[src/rtl/pmem_arbiter.sv]
// Arbitrates the single physical-memory port between the I-cache and the D-cache.
// Each grant covers one cacheline transaction, with an IDLE cycle between transactions.
module pmem_arbiter #(
  parameter int unsigned ADDR_W = 32,
  parameter int unsigned LINE_W = 256
) (
  input  logic              clk,
  input  logic              rst,
  input  logic              i_pmem_read,
  input  logic [ADDR_W-1:0] i_pmem_address,
  output logic [LINE_W-1:0] i_pmem_rdata,
  output logic              i_pmem_resp,
  input  logic              d_pmem_read,
  input  logic              d_pmem_write,
  input  logic [ADDR_W-1:0] d_pmem_address,
  input  logic [LINE_W-1:0] d_pmem_wdata,
  output logic [LINE_W-1:0] d_pmem_rdata,
  output logic              d_pmem_resp,
  output logic              pmem_read,
  output logic              pmem_write,
  output logic [ADDR_W-1:0] pmem_address,
  output logic [LINE_W-1:0] pmem_wdata,
  input  logic [LINE_W-1:0] pmem_rdata,
  input  logic              pmem_resp,
  output logic              grant_d
);

  localparam logic [1:0] IDLE    = 2'd0;
  localparam logic [1:0] I_SERVE = 2'd1;
  localparam logic [1:0] D_SERVE = 2'd2;

  logic [1:0]        state;
  logic              op_wr;
  logic              last_grant;
  logic              d_lock;
  logic [ADDR_W-1:0] addr_q;
  logic              d_req;
  logic              pick_d;

  // D wins when locked, when I is quiet, or when I held the last grant.
  always_comb begin
    d_req  = d_pmem_read | d_pmem_write;
    pick_d = d_req & (d_lock | ~i_pmem_read | ~last_grant);
  end

  always_ff @(posedge clk or negedge rst) begin
    if (!rst) begin
      state      <= IDLE;
      op_wr      <= 1'b0;
      addr_q     <= '0;
      last_grant <= 1'b0;
      d_lock     <= 1'b0;
    end else begin
      case (state)
        IDLE: begin
          d_lock <= 1'b0;
          if (pick_d) begin
            state      <= D_SERVE;
            addr_q     <= d_pmem_address;
            op_wr      <= d_pmem_write;
            last_grant <= 1'b1;
          end else if (i_pmem_read) begin
            state      <= I_SERVE;
            addr_q     <= i_pmem_address;
            op_wr      <= 1'b0;
            last_grant <= 1'b0;
          end
        end
        I_SERVE: begin
          if (pmem_resp) state <= IDLE;
        end
        D_SERVE: begin
          if (pmem_resp) begin
            state  <= IDLE;
            // A write-back must be followed by its fill without an I interleave.
            d_lock <= op_wr;
          end
        end
        default: state <= IDLE;
      endcase
    end
  end

  always_comb begin
    pmem_read    = 1'b0;
    pmem_write   = 1'b0;
    pmem_address = '0;
    pmem_wdata   = '0;
    i_pmem_rdata = '0;
    i_pmem_resp  = 1'b0;
    d_pmem_rdata = '0;
    d_pmem_resp  = 1'b0;
    grant_d      = 1'b0;
    case (state)
      I_SERVE: begin
        pmem_read    = 1'b1;
        pmem_address = addr_q;
        i_pmem_rdata = pmem_rdata;
        i_pmem_resp  = pmem_resp;
      end
      D_SERVE: begin
        pmem_write   = op_wr;
        pmem_read    = ~op_wr;
        pmem_address = addr_q;
        pmem_wdata   = d_pmem_wdata;
        d_pmem_rdata = pmem_rdata;
        d_pmem_resp  = pmem_resp;
        grant_d      = 1'b1;
      end
      default: ;
    endcase
  end

endmodule

[config.mk]
export PLATFORM = sky130hd
export DESIGN_NAME = pmem_arbiter
export DESIGN_NICKNAME = d
export VERILOG_FILES = /design/src/rtl/pmem_arbiter.sv
export SDC_FILE = /design/constraint.sdc
export NUM_CORES = 1
export LEC_CHECK = 0
export CORE_AREA = 3 3 542 544
export DETAILED_ROUTE_END_ITERATION = 8
export DIE_AREA = 0 0 545 547
export GPL_TIMING_DRIVEN = 0
export SETUP_SLACK_MARGIN = 0.02
export SLEW_MARGIN = 20
export SYNTH_ARGS = -nofsm -noshare
export SYNTH_HDL_FRONTEND = slang
export SYNTH_SLANG_ARGS = --single-unit
[constraint.sdc]
create_clock -name clk -period 2.15 [get_ports clk]
set_clock_uncertainty 0.2 [all_clocks]
set_input_delay 0.5375 -clock clk [delete_from_list [all_inputs] [get_ports clk]]
set_output_delay 0.5375 -clock clk [all_outputs]
set_load 0.03 [all_outputs]
# [Word level (Yosys, flattened, before mapping)]
# Index checks and enable logic that the tools add are counted.
# Widths: inputs -> output; s select.
[totals] out_inout_bits=805 mem_bits_rw=0 memories=0 ff_bits=37 mem_bits_ro=0 latch_bits=0
[op_classes] eq_ne=5 n_bitwise=7 n_reduce_logical=7 n_mux=20 div_mod_pow=0 magnitude_cmp=0 addsub=0 shifts=0 multipliers=0
[ops] op="$mux 256" count=3
[ops] op="$mux 32" count=3
[ops] op="$mux 1" count=8
[ops] op="$mux 2" count=3
[ops] op="$reduce_and 2->1" count=3
[ops] op="$pmux 1 s2" count=2
[ops] op="$pmux 2 s2" count=1
[ops] op="$reduce_bool 2->1" count=2
[ops] op="$ne 3x3->1 const B" count=1
[ops] op="$not 1->1" count=3
[ops] op="$or 1x1->1" count=3
[ops] op="$eq 2x1->1 const B" count=1
[ops] op="$eq 2x2->1 const B" count=1
[ops] op="$logic_not 2->1" count=1
[ops] op="$ne 2x1->1 const B" count=1
[ops] op="$ne 2x2->1 const B" count=1
[ops] op="$reduce_or 2->1" count=1
[ops] op="$and 1x1->1" count=1

# [Logic depth before layout (Yosys ltp)]
[depth] ltp_word=6 depth_mapped=6

# [Least setup slack after synthesis]
# No wires, ideal clock.
[synth_timing] path_type="register to output" startpoint="register state[0]" endpoint="output port d_pmem_rdata[0]" setup_slack_ns=-0.356 n_path_buf=3 arrival_time_ns=1.768 path_stages_with_launch=7 required_time_ns=1.412 cell_sequence="dfrtp_1 -> inv_1 -> ha_1 -> buf_2 -> buf_2 -> clkbuf_1 -> and2_1"
[synth_between] elab_chain_len=2
[synth_rtl] element="from (decl)" line_no="32" source="logic [1:0] state;"
[synth_rtl] element="from (signal assigned)" line_no="48" source="state <= IDLE;"
[synth_rtl] element="from (signal assigned)" line_no="58" source="state <= D_SERVE;"
[synth_rtl] element="from (signal assigned)" line_no="63" source="state <= I_SERVE;"
[synth_rtl] element="$eq 2x2->1" line_no="94" source="case (state)"
[synth_rtl] element="$mux 256" line_no="94"
[synth_rtl] element="to (decl)" line_no="17" source="output logic [LINE_W-1:0] d_pmem_rdata,"
# Every way passes these cells.

# [Final worst setup path]
[layout_timing] startpoint="register state[1]" endpoint="output port i_pmem_rdata[239]"
[layout_between] elab_chain_len=2
[layout_rtl] element="$eq 2x1->1" line_no="94"
[layout_rtl] element="$mux 256" line_no="94"
[layout_rtl] element="to (decl)" line_no="11" source="output logic [LINE_W-1:0] i_pmem_rdata,"
# Every way passes these cells.

==> run_summary.xml <==
<?xml version="1.0" encoding="UTF-8"?>
<metrics>
  <group name="outcome">
    <metric name="result_of_the_run" unit="">finished with violations</metric>
    <metric name="violations" unit="">setup timing</metric>
  </group>
  <group name="synthesis">
    <metric name="post_synthesis_cell_type_count" unit="">27</metric>
    <metric name="netlist_instances" unit="">1071</metric>
    <metric name="synth_flop_cell" unit="">dfrtp_1</metric>
    <metric name="netlist.area_leader.share" unit="%">68.8</metric>
    <metric name="netlist_top_cells_area" unit="">and2_1 (69%), dfrtp_1 (13%), clkbuf_1 (4.5%)</metric>
    <metric name="cell_type_contributing_the_most_total_cell_area_after_synthesis" unit="">and2_1</metric>
    <metric name="synth_enable_flop_cells" unit="">0</metric>
    <metric name="synth-seq-area-share" unit="%">12.7</metric>
    <metric name="ys_ff_latch" unit="">37</metric>
    <metric name="syn-mean-instance-area" unit="sq um">6.82</metric>
    <metric name="mappedNetlistArea" unit="sq um">7300</metric>
    <metric name="syn_nets" unit="">1656</metric>
    <metric name="asyncSetResetFlopFracSynth" unit="%">100</metric>
    <metric name="synthesis.yosys.warnings" unit="">0</metric>
  </group>
  <group name="pwr">
    <metric name="power_density" unit="nW/um^2">1170</metric>
    <metric name="vdd_ir_drop_max" unit="mV">0.698</metric>
    <metric name="total_design_power" unit="uW">33800</metric>
    <metric name="power.static_leakage" unit="uW">0.0122</metric>
  </group>
  <group name="timing">
    <metric name="maxClockFrequency" unit="GHz">0.348</metric>
    <metric name="fin_crit_sh" unit="%">133</metric>
    <metric name="max_slew_violation_count" unit="">0</metric>
    <metric name="tightestPinTransition" unit="ps">832</metric>
    <metric name="slew_headroom" unit="%">44.5</metric>
    <metric name="post-route-min-period" unit="ps">2870</metric>
    <metric name="finalWorstSetupSlack" unit="ps">-719</metric>
    <metric name="setup_repair_after_global_routing_missed_its_margin" unit="">yes</metric>
    <metric name="hold_violations" unit="">0</metric>
    <metric name="setup_viol_count_final" unit="">835</metric>
    <metric name="fin_setup_tns" unit="ps">-463570</metric>
  </group>
  <group name="worst_setup_path">
    <metric name="worst-r2r-setup-slack" unit="ps">120</metric>
    <metric name="worst_path_most_repeated_cell" unit="">buf_12</metric>
    <metric name="data_arrival_at_the_endpoint_of_the_critical_path" unit="ps">2130</metric>
    <metric name="crit_slowest_cell" unit="">dfrtp_1</metric>
    <metric name="timing.reg2reg.worst_path_depth" unit="">10</metric>
    <metric name="slowest_stage_delay_cp" unit="ps">400</metric>
    <metric name="critical_path.reg2reg.endpoint" unit="">d_lock$_DFFE_PN0P_</metric>
    <metric name="cp.required" unit="ps">1410</metric>
    <metric name="end_kind" unit="">output pin</metric>
    <metric name="crit_type" unit="">reg2out</metric>
    <metric name="critical_path.max_fanout" unit="">7</metric>
    <metric name="critPathLaunchType" unit="">register</metric>
    <metric name="critical_path.reg2reg.startpoint" unit="">state[1]$_DFFE_PN0P_</metric>
    <metric name="critical_path.cell_chain" unit="">inv_2 &gt; ha_2 &gt; buf_12 &gt; buf_12 &gt; clkbuf_16 &gt; buf_16 &gt; buf_4 &gt; buf_6 &gt; and2_4 &gt; buf_12</metric>
  </group>
  <group name="die">
    <metric name="overall_die_area" unit="sq um">298000</metric>
    <metric name="die_height" unit="um">547</metric>
    <metric name="fp.coreArea" unit="sq um">290000</metric>
    <metric name="start_util" unit="%">2.52</metric>
    <metric name="rows" unit="">198</metric>
    <metric name="fp.dieW" unit="um">545</metric>
    <metric name="ios" unit="">1387</metric>
  </group>
  <group name="hold_path">
    <metric name="min_from" unit="">last_grant$_DFFE_PN0P_</metric>
    <metric name="min_path_cells" unit="">1</metric>
    <metric name="worstHoldEndpoint" unit="">last_grant$_DFFE_PN0P_</metric>
    <metric name="hold_class" unit="">reg2reg</metric>
  </group>
  <group name="clock_tree">
    <metric name="clk_path_buf_depth" unit="">2</metric>
    <metric name="htreeDepth" unit="">2</metric>
    <metric name="clock_insertion_delay_worst_skew" unit="ps">310</metric>
    <metric name="cts_tree" unit="">done</metric>
    <metric name="clock_pin_transition_on_the_worst_setup_and_hold_timing_paths" unit="ps">60</metric>
    <metric name="clock_tree.root_cell" unit="">clkbuf_16</metric>
    <metric name="tritoncts.num_buffers" unit="">5</metric>
    <metric name="tritoncts_sinks" unit="">37</metric>
  </group>
  <group name="drt">
    <metric name="dr_total_vias" unit="">15619</metric>
    <metric name="drc" unit="">0</metric>
    <metric name="drt-initial-drc-count" unit="">802</metric>
    <metric name="drt_first_pass_iters" unit="">5</metric>
    <metric name="detail-route-antenna-nets" unit="">0</metric>
    <metric name="routed_wire_length_per_instance" unit="um">40.0</metric>
    <metric name="finalWirelength" unit="um">260000</metric>
    <metric name="avgViaCountPerCell" unit="">2.40</metric>
  </group>
  <group name="final_layout">
    <metric name="fin_nets" unit="">3126</metric>
    <metric name="layout.core_utilization" unit="%">9.94</metric>
    <metric name="final_cell_mix" unit="">clkdlybuf4s50_1 (566), and2_2 (392), clkbuf_2 (308)</metric>
    <metric name="fillerInstances" unit="">33873</metric>
    <metric name="areaGrowthSynthToFinish" unit="%">295</metric>
    <metric name="finalNonFillerCells" unit="">6496</metric>
    <metric name="proportion_of_layout_cells_with_a_drive_suffix_above_1" unit="%">63.1</metric>
    <metric name="mostFrequentLayoutCell" unit="">clkdlybuf4s50_1</metric>
  </group>
  <group name="global_routing">
    <metric name="globalRoute.totalOverflow" unit="">0</metric>
    <metric name="grt_pass1_wl" unit="um">292000</metric>
    <metric name="gr-usage-all-layers" unit="%">16.7</metric>
    <metric name="antenna_found_initial" unit="">254</metric>
    <metric name="number_of_global_route_vias_before_repair" unit="">15192</metric>
    <metric name="largest_net_degree_at_the_start_of_global_routing" unit="">26</metric>
  </group>
  <group name="placed_design">
    <metric name="post-place-cells" unit="">6361</metric>
    <metric name="dp_hpwl" unit="um">245000</metric>
    <metric name="gp_congestion" unit="">0.908</metric>
    <metric name="buffer_ports.inserted" unit="">1386</metric>
  </group>
  <group name="job">
    <metric name="timing.max_cap.violations" unit="">0</metric>
  </group>
</metrics>
-- kinds of logic after synthesis --
group / after synthesis / synth area share (%)
mux: 1 / 0.154
fa+ha+maj: 3 / 0.514
flops: 37 / 12.7
compound gates: 104 / 10.3
simple gates: 816 / 69.8
buf+inv: 110 / 6.58
-- through the flow --
stage	worst slack, ps	area (sq um)	hold slack, ps
after global placement	-4880	27200	302
after detailed placement	-2230	27200	265
after global routing	-775	28800	357
final	-719	28800	323
after CTS	-979	29200	325
after floorplan	-84.2	8420	41.9
-- routing by layer --
layer | up-vias | track usage (%) | routed length [um]
li1 | 6340 | - | -
met2 | 1450 | 24.3 | 103000
met1 | 7198 | 18.7 | 96000
met4 | 164 | 3.51 | 8910
met3 | 467 | 13.6 | 50800
met5 | - | 0 | 1260
-- how the worst max path moves through the flow --
stage,depth (start not counted),end,slack [ps],from
after floorplan,5,pmem_wdata[234],-80,state[0]$_DFFE_PN0P_
after global routing,9,i_pmem_rdata[221],-780,state[1]$_DFFE_PN0P_
after detailed placement,6,pmem_wdata[239],-2230,state[0]$_DFFE_PN0P_
after global placement,6,i_pmem_rdata[235],-4880,state[1]$_DFFE_PN0P_
final,10,i_pmem_rdata[239],-720,state[1]$_DFFE_PN0P_
after CTS,9,i_pmem_rdata[212],-980,state[1]$_DFFE_PN0P_
-- state kept, by name, indices dropped and copies added, names as in the netlist --
signal      cells
addr_q         32
d_lock          1
last_grant      1
op_wr           1
state           2
-- critical path: cells and delay by family (launching register included) --
kind | cells | cell delay, ps
DFF | 1 | 400
adders and majority gates | 1 | 180
and+or+nand+nor | 1 | 130
buffers and inverters | 8 | 1050
-- cell usage after synthesis, types with 2 or more instances --
cell / n
inv_1: 2
buf_4: 2
a2bb2oi_2: 5
a2bb2oi_1: 27
buf_2: 9
o21ai_0: 33
and2_1: 803
nand2_1: 2
buf_6: 6
clkbuf_1: 88
clkbuf_2: 3
ha_1: 3
nor2_1: 3
a31oi_1: 32
nor2b_1: 3
a22o_1: 3
dfrtp_1: 37
-- what timing repair did --
action / 4_1_cts / 5_1_grt
pin swaps: 0 / 1
endpoints found under the hold margin: 12 / 0
buffers inserted: 52 / 6
gates cloned: 15 / 4
endpoints found under the setup margin: 836 / 838
hold buffers: 1 / 0
gates resized for setup: 2642 / 1709
-- where the power goes --
group	leakage, uW	switching, uW	internal [uW]
Sequential	0.000426	225	1050
Clock	0.0000659	367	417
Combinational	0.0117	19400	12400
-- cell type report --
type / count / area, sq um / area share [%]
Antenna cell: 56 / 140 / 0.486
Inverter: 2 / 7.51 / 0.0260
Buffer: 104 / 1440 / 5.01
Clock inverter: 1 / 5.00 / 0.0174
Tap cell: 3900 / 4880 / 16.9
Clock buffer: 5 / 125 / 0.434
Timing Repair Buffer: 1467 / 14200 / 49.4
Sequential cell: 37 / 926 / 3.21
Multi-Input combinational cell: 924 / 7070 / 24.5
No activity file was read; power rests on OpenSTA's default activity.
